--- config.mk ---
export PLATFORM = sky130hd
export DESIGN_NAME = div_iter_param
export DESIGN_NICKNAME = d
export VERILOG_FILES = /design/src/rtl/div_iter_param.sv
export SDC_FILE = /design/constraint.sdc
export NUM_CORES = 1
export LEC_CHECK = 0
export ABC_AREA = 1
export CAP_MARGIN = 40
export CORE_MARGIN = 3
export CORE_UTILIZATION = 50
export DETAILED_ROUTE_END_ITERATION = 8
export GPL_TIMING_DRIVEN = 0
export PLACE_DENSITY_LB_ADDON = 0.3
export SYNTH_ARGS = -nofsm -noshare
export SYNTH_HDL_FRONTEND = slang
export SYNTH_SLANG_ARGS = --single-unit
--- constraint.sdc ---
create_clock -name clk -period 8.3 [get_ports clk]
set_input_delay 1.245 -clock clk [delete_from_list [all_inputs] [get_ports clk]]
set_output_delay 1.245 -clock clk [all_outputs]
set_load 0.01 [all_outputs]
--- src/rtl/div_iter_param.sv ---
// div_iter_param: multi-cycle radix-2 restoring divider, signed or unsigned, one quotient bit per clock.
// result_o packs {remainder, quotient}; div_zero_o flags a zero-divisor result.
module div_iter_param #(
    parameter int WIDTH = 32
) (
    input  logic               clk,
    input  logic               rst,
    input  logic               start_i,
    input  logic               annul_i,
    input  logic               signed_div_i,
    input  logic [WIDTH-1:0]   opdata1_i,
    input  logic [WIDTH-1:0]   opdata2_i,
    output logic [2*WIDTH-1:0] result_o,
    output logic               ready_o,
    output logic               busy_o,
    output logic               div_zero_o
);
    localparam int CW = $clog2(WIDTH);
    localparam logic [1:0] IDLE = 2'd0, ZERO = 2'd1, ON = 2'd2, END = 2'd3;
    logic [1:0]       state;
    logic [CW-1:0]    cnt;
    logic [WIDTH-1:0] dvd, dvs, rem, a_abs, b_abs, rem_next, q_next, q_fix, r_fix;
    logic [WIDTH:0]   shifted, diff;
    logic             neg_q, neg_r;
    // dvd shifts out dividend bits MSB first while quotient bits fill in from the LSB
    always_comb begin
        a_abs    = (signed_div_i && opdata1_i[WIDTH-1]) ? -opdata1_i : opdata1_i;
        b_abs    = (signed_div_i && opdata2_i[WIDTH-1]) ? -opdata2_i : opdata2_i;
        shifted  = {rem, dvd[WIDTH-1]};
        diff     = shifted - {1'b0, dvs};
        rem_next = diff[WIDTH] ? shifted[WIDTH-1:0] : diff[WIDTH-1:0];
        q_next   = {dvd[WIDTH-2:0], ~diff[WIDTH]};
        q_fix    = neg_q ? -q_next : q_next;
        r_fix    = neg_r ? -rem_next : rem_next;
    end
    always_ff @(posedge clk) begin
        if (rst) begin
            state      <= IDLE;
            cnt        <= '0;
            dvd        <= '0;
            dvs        <= '0;
            rem        <= '0;
            neg_q      <= 1'b0;
            neg_r      <= 1'b0;
            result_o   <= '0;
            div_zero_o <= 1'b0;
        end else begin
            case (state)
                IDLE: if (start_i && !annul_i) begin
                    state <= (opdata2_i == '0) ? ZERO : ON;
                    dvd   <= a_abs;
                    dvs   <= b_abs;
                    rem   <= '0;
                    cnt   <= '0;
                    neg_q <= signed_div_i && (opdata1_i[WIDTH-1] ^ opdata2_i[WIDTH-1]);
                    neg_r <= signed_div_i && opdata1_i[WIDTH-1];
                end
                ZERO: begin
                    state      <= annul_i ? IDLE : END;
                    div_zero_o <= !annul_i;
                end
                ON: if (annul_i) begin
                    state <= IDLE;
                end else begin
                    dvd <= q_next;
                    rem <= rem_next;
                    cnt <= cnt + CW'(1);
                    if (cnt == CW'(WIDTH - 1)) begin
                        state    <= END;
                        result_o <= {r_fix, q_fix};
                    end
                end
                END: if (!start_i) begin
                    state      <= IDLE;
                    result_o   <= '0;
                    div_zero_o <= 1'b0;
                end
            endcase
        end
    end
    assign busy_o  = (state == ZERO) || (state == ON);
    assign ready_o = (state == END);
endmodule

==> results.txt, run 1 <==
The routed wirelength normalized by instance count came out at 16.95 µm. After synthesis, the mean cell area works out to 5.907 µm². The total grt overflow came out at 0. The cell area after technology mapping is 12770 µm². The number of nets with antenna violations after routing is 0.

The launch point of the critical path is dvd[31]. The number of stages on the worst hold path came out at 2. For this run, the total global-route usage over all layers was measured as 31.34%. At the end of the flow, the number of nets in the layout was 2427.

The cell sitting at the root of the clock tree is a sky130_fd_sc_hd__clkbuf_16. The number of antenna violations at the first check in global routing is 0. The number of buffers inserted for hold repair after clock tree synthesis came out at 0. By startpoint and endpoint, the worst setup path is classified as flop to flop. The post-CTS setup buffer count came out at 0.

The count of non-filler cells in the finished layout is 2652. The worst slew margin relative to its limit came out at 38.38%. Of the available clock period, the critical path in the final layout requires 65.10%. The number of input and output port buffers inserted came out at 134.

The net count after synthesis came out at 2274. The final worst setup slack came out at 2.897 ns. In the routed design, unresolved DRC markers number 0. The number of cells after detailed placement is 2620. Max-cap violations in this run came to 0. The static leakage power is 7.134 nW. TritonCTS built the clock tree. The TritonCTS sink count came out at 170. The floorplan has 57 rows. Across all layers, the routed design uses 14.55k vias.

The run finished with clean final reports. STA classifies the critical path startpoint as a flop. The vertical die dimension is 165.8 µm.

The x dimension of the die is 165.8 µm. The wire-length estimate of the detail-placed layout is 36.08 mm. The first-pass GRT wire length came out at 70.19 mm. Compared with the post-synthesis result, the final layout area differs by 18.26%. The via count of the first global-routing pass came to 13.34k.

After filler insertion, the fill cell instance count of the layout stands at 2500. Of the cells placed in the final design, the portion with a size suffix greater than 1 is 3.780%. The aggregate negative setup slack is 0 ns.

Counting the buffers created by CTS gives 17. The clock edge transition at the registers on the reported setup and hold paths is 0.09 ns. The synthesis warning total is 0.

The cell count after synthesis is 2162. The number of max-slew violations in the final report came out at 0. The worst min-delay path endpoint is result_o[2]. The clock insertion delay at the later pin of the skew report is 0.44 ns. The beginning of the worst register-to-register path is dvd[31]. The slew at the pin closest to its max-slew limit came out at 0.9208 ns. The starting DRC count in detailed routing is 1482. The final RePlAce weighted congestion came out at 1.004. The total detailed-routing wirelength is 44.96 mm. The number of cells on the worst reg-to-reg path is 26. The total power divided by cell area came out at 260.6 nW/µm².

The H-tree level count came out at 4. The critical path capture point type is a flop. Clock skew on the completed layout was measured at 0.02083 ns. The via-per-instance ratio is 5.485. The biggest fanout along the worst timing path is 10.

The worst register-to-register path has a setup slack of 2.90 ns. The pin count of the biggest net entering global routing is 19. The longest clock path from root to sink contains 2 buffers. Setup repair after global routing left no endpoint under its margin. The diode insertion count for antenna repair is 0. The highest ir drop seen on vdd came out at 0.1558 mV. The critical path arrival is 5.78 ns. The die covers 27500 µm². The placeable core area came out at 24680 µm². The initial cell density of the core came out at 51.75%. The data required time at the worst endpoint came out at 8.68 ns. The number of synthesized flops with an enable pin is 0.

After layout, the minimum clock period comes to 5.403 ns. The sequential area share after synthesis came out at 26.65%. After synthesis, the netlist uses 46 different library cells. The number of I/O pins came out at 136. The post-placement worst setup slack came out at 3.011 ns. In this run the most critical hold path is launched from result_o[2].

The most used flip-flop cell after synthesis is sky130_fd_sc_hd__dfxtp_1. The min-delay analysis places its worst path in the category flop to flop. Before antenna repair, the detailed router went through 6 iterations. Derived from the worst setup path, the maximum achievable clock frequency is 0.1851 GHz. The count of state elements after synthesis is 170. The fraction of registers with async set/reset came out at 0%. The setup-violating endpoint count in the final report came out at 0. After clock tree synthesis, the repair step resized 0 gates. The endpoint of the most critical register-to-register path is result_o[26]. The hold violation total from the final report is 0.
## Yosys cell counts, drive strengths merged, types with 6 or more instances
cell type  instances  area (µm²)
nand2            736        2885
nand3            133       690.7
a31oi             15       93.84
a21oi            197       997.2
buf               16       108.9
nor4               9       56.30
dfxtp            170        3403
xor2              38       332.8
inv              294        1104
nor2             177       696.9
xnor2             29       254.0
o211ai            14       105.1
ha                42       525.5
clkbuf            62       232.7
nand3b             6       45.04
nor3              32       160.2
o21ai            138       690.7
nand4             20       125.1
## worst max path at each step
| stage | endpoint | slack, ns | cells after the start |
|---|---|---|---|
| 2_1_floorplan | result_o[24] | 4.28 | 26 |
| 3_3_place_gp | result_o[26] | 3.05 | 26 |
| 3_5_place_dp | result_o[26] | 3.01 | 26 |
| 4_1_cts | result_o[26] | 2.99 | 26 |
| 5_1_grt | result_o[26] | 2.31 | 26 |
| 6_report | result_o[26] | 2.90 | 26 |
## stage by stage
stage               util, %  area, µm²  hold slack [ns]  total power, mW
floorplan                 -      12770           0.4454            2.481
global placement      58.83      14520           0.4513            3.038
detailed placement    58.83      14520           0.4552            3.067
CTS                   61.21      15100           0.4662            3.879
global route          61.21      15100           0.4876            4.219
finish                61.21      15100           0.4646            3.936
## routing by layer
layer / global-route usage, % / vias to the layer above / wire length (µm)
met5: 0 / - / 0
li1: - / 7209 / -
met1: 44.56 / 6602 / 20280
met4: 10.27 / 0 / 1419
met3: 4.594 / 98 / 3825
met2: 48.94 / 638 / 19440
## cell usage in the layout, fill, tap and decap left out, types with 18 or more instances in the layout
master                            instances
sky130_fd_sc_hd__o21ai_0                129
sky130_fd_sc_hd__nor2_1                 170
sky130_fd_sc_hd__ha_1                    42
sky130_fd_sc_hd__nor3_1                  32
sky130_fd_sc_hd__nand4_1                 20
sky130_fd_sc_hd__clkbuf_1                62
sky130_fd_sc_hd__nand2_1                710
sky130_fd_sc_hd__clkdlybuf4s50_1        134
sky130_fd_sc_hd__nand2_2                 18
sky130_fd_sc_hd__xor2_1                  38
sky130_fd_sc_hd__nand3_1                128
sky130_fd_sc_hd__a21oi_1                196
sky130_fd_sc_hd__dfxtp_1                170
sky130_fd_sc_hd__xnor2_1                 29
sky130_fd_sc_hd__inv_1                  292
## logic make-up (layout without fill, tap and decap cells)
kind of cell,after synthesis,in the layout,share of synthesized area (%)
AO/OA/AOI/OAI,388,388,16.25
adder cells (fa/ha/maj),43,43,4.272
buffers and inverters,373,539,11.35
XOR/XNOR,67,67,4.595
AND/OR/NAND/NOR,1121,1121,36.89
flip-flops,170,170,26.65
## critical path: stages (launching register included)
cell                       delay (ns)
sky130_fd_sc_hd__dfxtp_1         0.32
sky130_fd_sc_hd__inv_1           0.09
sky130_fd_sc_hd__ha_1            0.15
sky130_fd_sc_hd__inv_1           0.07
sky130_fd_sc_hd__fa_1            0.43
sky130_fd_sc_hd__nand2_1         0.09
sky130_fd_sc_hd__nand2_1         0.09
sky130_fd_sc_hd__nand3_1         0.10
sky130_fd_sc_hd__nand2_1         0.13
sky130_fd_sc_hd__nand2_1         0.10
sky130_fd_sc_hd__nand2_2         0.09
sky130_fd_sc_hd__nand2_4         0.10
sky130_fd_sc_hd__nand3_2         0.16
sky130_fd_sc_hd__nand2_8         0.17
sky130_fd_sc_hd__buf_4           0.20
sky130_fd_sc_hd__clkbuf_1        0.45
sky130_fd_sc_hd__ha_1            0.28
sky130_fd_sc_hd__nand3_1         0.13
sky130_fd_sc_hd__nor3_1          0.24
sky130_fd_sc_hd__nand3_1         0.18
sky130_fd_sc_hd__nor3_1          0.31
sky130_fd_sc_hd__inv_1           0.18
sky130_fd_sc_hd__nor4_1          0.65
sky130_fd_sc_hd__a31oi_1         0.19
sky130_fd_sc_hd__a21oi_1         0.16
sky130_fd_sc_hd__o21ai_0         0.12
sky130_fd_sc_hd__a21oi_1         0.13
## report_power, final
part | leakage (nW) | internal, mW | switching, mW
registers | 1.38 | 0.898 | 0.0792
clock network | 0.285 | 0.410 | 0.406
logic | 5.47 | 0.656 | 1.49
## registers in the layout (all words and copies together) (netlist names)
name / count
result_o: 64
rem: 32
neg_r: 1
neg_q: 1
state: 2
dvd: 32
dvs: 32
cnt: 5
div_zero_o: 1
## layout make-up
cell class                 count  area [µm²]  share of cell area [%]
multi-input combinational   1619        7919                   52.43
sequential                   170        3403                   22.53
timing repair buffer         134        1341                   8.881
inverter                     295        1107                   7.332
clock buffer                  18       439.2                   2.908
tap                          324       405.4                   2.684
buffer                        78       341.6                   2.262
clock inverter                14       146.4                  0.9693
(Power assumes the default switching activity.)
==> run 2, diff against run 1 <==
==> constraint.sdc (replaced) <==
create_clock -name clk -period 4.8 [get_ports clk]
set_input_delay 0.72 -clock clk [delete_from_list [all_inputs] [get_ports clk]]
set_output_delay 0.72 -clock clk [all_outputs]
set_load 0.01 [all_outputs]
==> results.txt, run 2 (same netlist as run 1, synthesis figures left out) <==
Result of the run: complete, no violations (unchanged). The endpoint of the most critical register-to-register path is result_o[26] (unchanged). The vertical die dimension came out at 165.8 µm (unchanged). The final worst setup slack is 0.4579 ns (was 2.897 ns). The floorplan row count is 57 (unchanged). The number of antenna violations at the first check in global routing came out at 0 (unchanged).

The flip-flop count of the largest register, all copies and words added came to 64 (unchanged). The total via count after detailed routing came to 14.54k (was 14.55k). The TritonCTS clock tree is built (unchanged).

The area after detailed placement was 14520 µm² (unchanged). Traced cell by cell, the critical path runs through inv_1 -> ha_1 -> inv_1 -> fa_1 -> nand2_1 -> nand2_1 -> nand3_1 -> nand2_1 -> nand2_1 -> nand2_2 -> nand2_4 -> nand3_2 -> nand2_8 -> ha_1 -> nand3_1 -> nor3_2 -> nand3_1 -> nor3_2 -> inv_1 -> nor4_4 -> a31oi_1 -> a21oi_1 -> o21ai_0 -> a21oi_1. The total chip power came to 6.826 mW (was 3.936 mW). The power dissipated by switching net loads came out at 3.422 mW (was 1.972 mW). The via-per-instance ratio came out at 5.485 (about the same). The maximum count of clock buffers along a single path came out at 2 (unchanged). The static leakage power came to 7.134 nW (about the same). The worst slew margin relative to its limit is 37.81% (was 38.38%).

The library cell used as clock root buffer is sky130_fd_sc_hd__clkbuf_16 (unchanged). The most numerous cell on the critical path was sky130_fd_sc_hd__nand2_1 (unchanged). The global router's overall resource usage is 31.33% (was 31.34%). The pin count of the biggest net entering global routing came out at 20 (was 19). The starting DRC count in detailed routing came out at 1536 (was 1482).

The number of inserted filler cells in the final layout came out at 2499 (was 2500). The TritonCTS sink count came out at 170 (unchanged). The design area was 15120 µm² (was 15100 µm²). The highest ir drop seen on vdd came out at 0.2686 mV (was 0.1558 mV). The ratio of final minimum period to clock period is 90.46% (was 65.10%). The number of I/O pins came out at 136 (unchanged). The total internal power came out at 3.403 mW (was 1.964 mW). The launch point of the critical path is dvd[31] (unchanged).

The sort of element at the start of the critical path is a flop (unchanged). The worst min-delay path endpoint is result_o[27] (was result_o[2]). The layout net count came out at 2425 (was 2427).

The achievable frequency came out at 0.2303 GHz (was 0.1851 GHz). The worst clock skew on the final layout is 0.01850 ns (was 0.02083 ns). The biggest fanout along the worst timing path came out at 28 (was 10).

The register name with the most flops is result_o (unchanged). The iteration count of the initial detailed-routing pass is 6 (unchanged). The class of the tightest hold or removal check was flop to flop (unchanged).

The data required time at the worst endpoint is 5.18 ns (was 8.68 ns). The number of buffers inserted for hold repair after clock tree synthesis was 0 (unchanged). The number of stages on the worst hold path came out at 2 (unchanged). The most common library cell in the layout ignoring fill and taps is sky130_fd_sc_hd__nand2_1 (unchanged). The final RePlAce weighted congestion came out at 1.004 (unchanged). The met3 routing resource usage after global routing came out at 4.594% (unchanged). The clock edge transition at the registers on the reported setup and hold paths came to 0.08 ns (was 0.09 ns). The layout-stage area growth over the synthesis result came to 18.37% (was 18.26%). The via count of the first global-routing pass was 13.34k (about the same).

The number of max-slew violations in the final report came to 0 (unchanged). The proportion of power drawn by the clock network came out at 20.6% (was 20.7%). The post-placement worst setup slack came out at -0.4892 ns (was 3.011 ns). The maximum single-stage delay on the critical path came out at 0.43 ns (was 0.65 ns).

The setup-violating endpoint count in the final report is 0 (unchanged). The part of the power in combinational logic is 54.6% (was 54.4%). The reg-to-reg setup timing slack was 0.46 ns (was 2.90 ns). The x dimension of the die came out at 165.8 µm (unchanged). The fraction of met1 tracks used by global routing is 44.52% (was 44.56%). The slew at the pin closest to its max-slew limit came to 0.9294 ns (was 0.9208 ns).

The layer with the highest usage is met2 (unchanged). The HPWL reported at the end of detailed placement was 36.08 mm (unchanged). The first-pass GRT wire length came to 70.18 mm (was 70.19 mm).

The number of cells on the worst reg-to-reg path is 24 (was 26). The fraction of final layout cells sized beyond drive strength 1 is 3.869% (was 3.780%). The total detailed-routing wirelength came out at 44.94 mm (was 44.96 mm). The total die area came to 27500 µm² (unchanged).

The total power divided by cell area came out at 451.5 nW/µm² (was 260.6 nW/µm²). The total grt overflow came out at 0 (unchanged). The critical path start-end classification is flop to flop (unchanged).

The critical path arrival is 4.72 ns (was 5.78 ns). The remaining design rule violation count is 0 (unchanged). The time the final worst path needs with I/O delays and setup came to 4.342 ns (was 5.403 ns). The placeable core area was 24680 µm² (unchanged). The H-tree level count came out at 4 (unchanged). The net switching share of the total power came out at 50.14% (was 50.10%). The clock insertion delay at the later pin of the skew report came to 0.44 ns (about the same).

The critical path capture point type was a flop (unchanged). The routed wirelength normalized by instance count is 16.96 µm (was 16.95 µm). The beginning of the worst register-to-register path is dvd[31] (unchanged). The global-route met2 utilization came out at 48.99% (was 48.94%). The standard cell with the maximum stage delay on the critical path was sky130_fd_sc_hd__fa_1 (was sky130_fd_sc_hd__nor4_1).

The hold violation total from the final report came to 0 (unchanged). The diode insertion count for antenna repair was 0 (unchanged). The total CTS buffers is 17 (unchanged). Setup repair after global routing missed its margin: no (unchanged). The aggregate negative setup slack is 0 ns (unchanged). The number of nets with antenna violations after routing was 0 (unchanged). The share of power burned in registers is 24.8% (about the same). The number of input and output port buffers inserted is 134 (unchanged).

The initial cell density of the core came out at 51.75% (unchanged). The worst hold slack across all endpoints came out at 0.4664 ns (was 0.4646 ns). Top library cells by usage in the layout, fill and taps aside: 710 x sky130_fd_sc_hd__nand2_1, 292 x sky130_fd_sc_hd__inv_1, 196 x sky130_fd_sc_hd__a21oi_1 (unchanged). The number of max-cap violations came out at 0 (unchanged).

The post-CTS setup buffer count is 0 (unchanged). The hold path startpoint was result_o[27] (was result_o[2]).
run 2: through the flow:
step | std cells | utilization (%)
floorplan | 2162 | -
global placement | 2620 | 58.83
detailed placement | 2620 | 58.83
CTS | 2651 | 61.22
global route | 2650 | 61.26
finish | 2650 | 61.26
run 2: worst max-delay path: cells and delay by family, from the launching register on:
family                     cells  cell delay [ns]
AOI/OAI and AO/OA              4             0.56
DFF                            1             0.32
and+or+nand+nor               14             2.22
buffers and inverters          3             0.34
adders and majority gates      3             0.80
run 2: metal layers:
| layer | up-vias | part of all wire (%) |
|---|---|---|
| li1 | 7214 | - |
| met1 | 6602 | 45 |
| met2 | 630 | 44 |
| met3 | 90 | 8.1 |
| met4 | 0 | 3.1 |
| met5 | - | 0 |
run 2: cell type report:
type	count	area (µm²)	share of cell area (%)
clock buffer	18	439.2	2.905
tap	324	405.4	2.682
sequential	170	3403	22.51
inverter	295	1107	7.325
timing repair buffer	134	1341	8.873
clock inverter	14	146.4	0.9684
multi-input combinational	1619	7944	52.55
buffer	76	330.3	2.185
run 2: worst max-delay path by stage:
stage	end	slack, ns	depth (start not counted)
detailed placement	result_o[26]	-0.49	26
CTS	result_o[26]	0.16	25
floorplan	result_o[24]	0.78	26
global route	result_o[26]	0.1	24
finish	result_o[26]	0.46	24
global placement	result_o[26]	-0.45	26
run 2: what timing repair did:
item | CTS | global route
resized for setup | 1 | 3
setup endpoints to repair | 6 | 8
pin swaps | 0 | 1
run 2: power groups by stage:
stage	clock [mW]	combinational, mW	sequential [mW]
floorplan	0	2.62	1.67
CTS	1.41	3.62	1.68
detailed placement	0	3.59	1.71
global placement	0	3.54	1.71
finish	1.41	3.73	1.69
global route	1.46	4.15	1.71
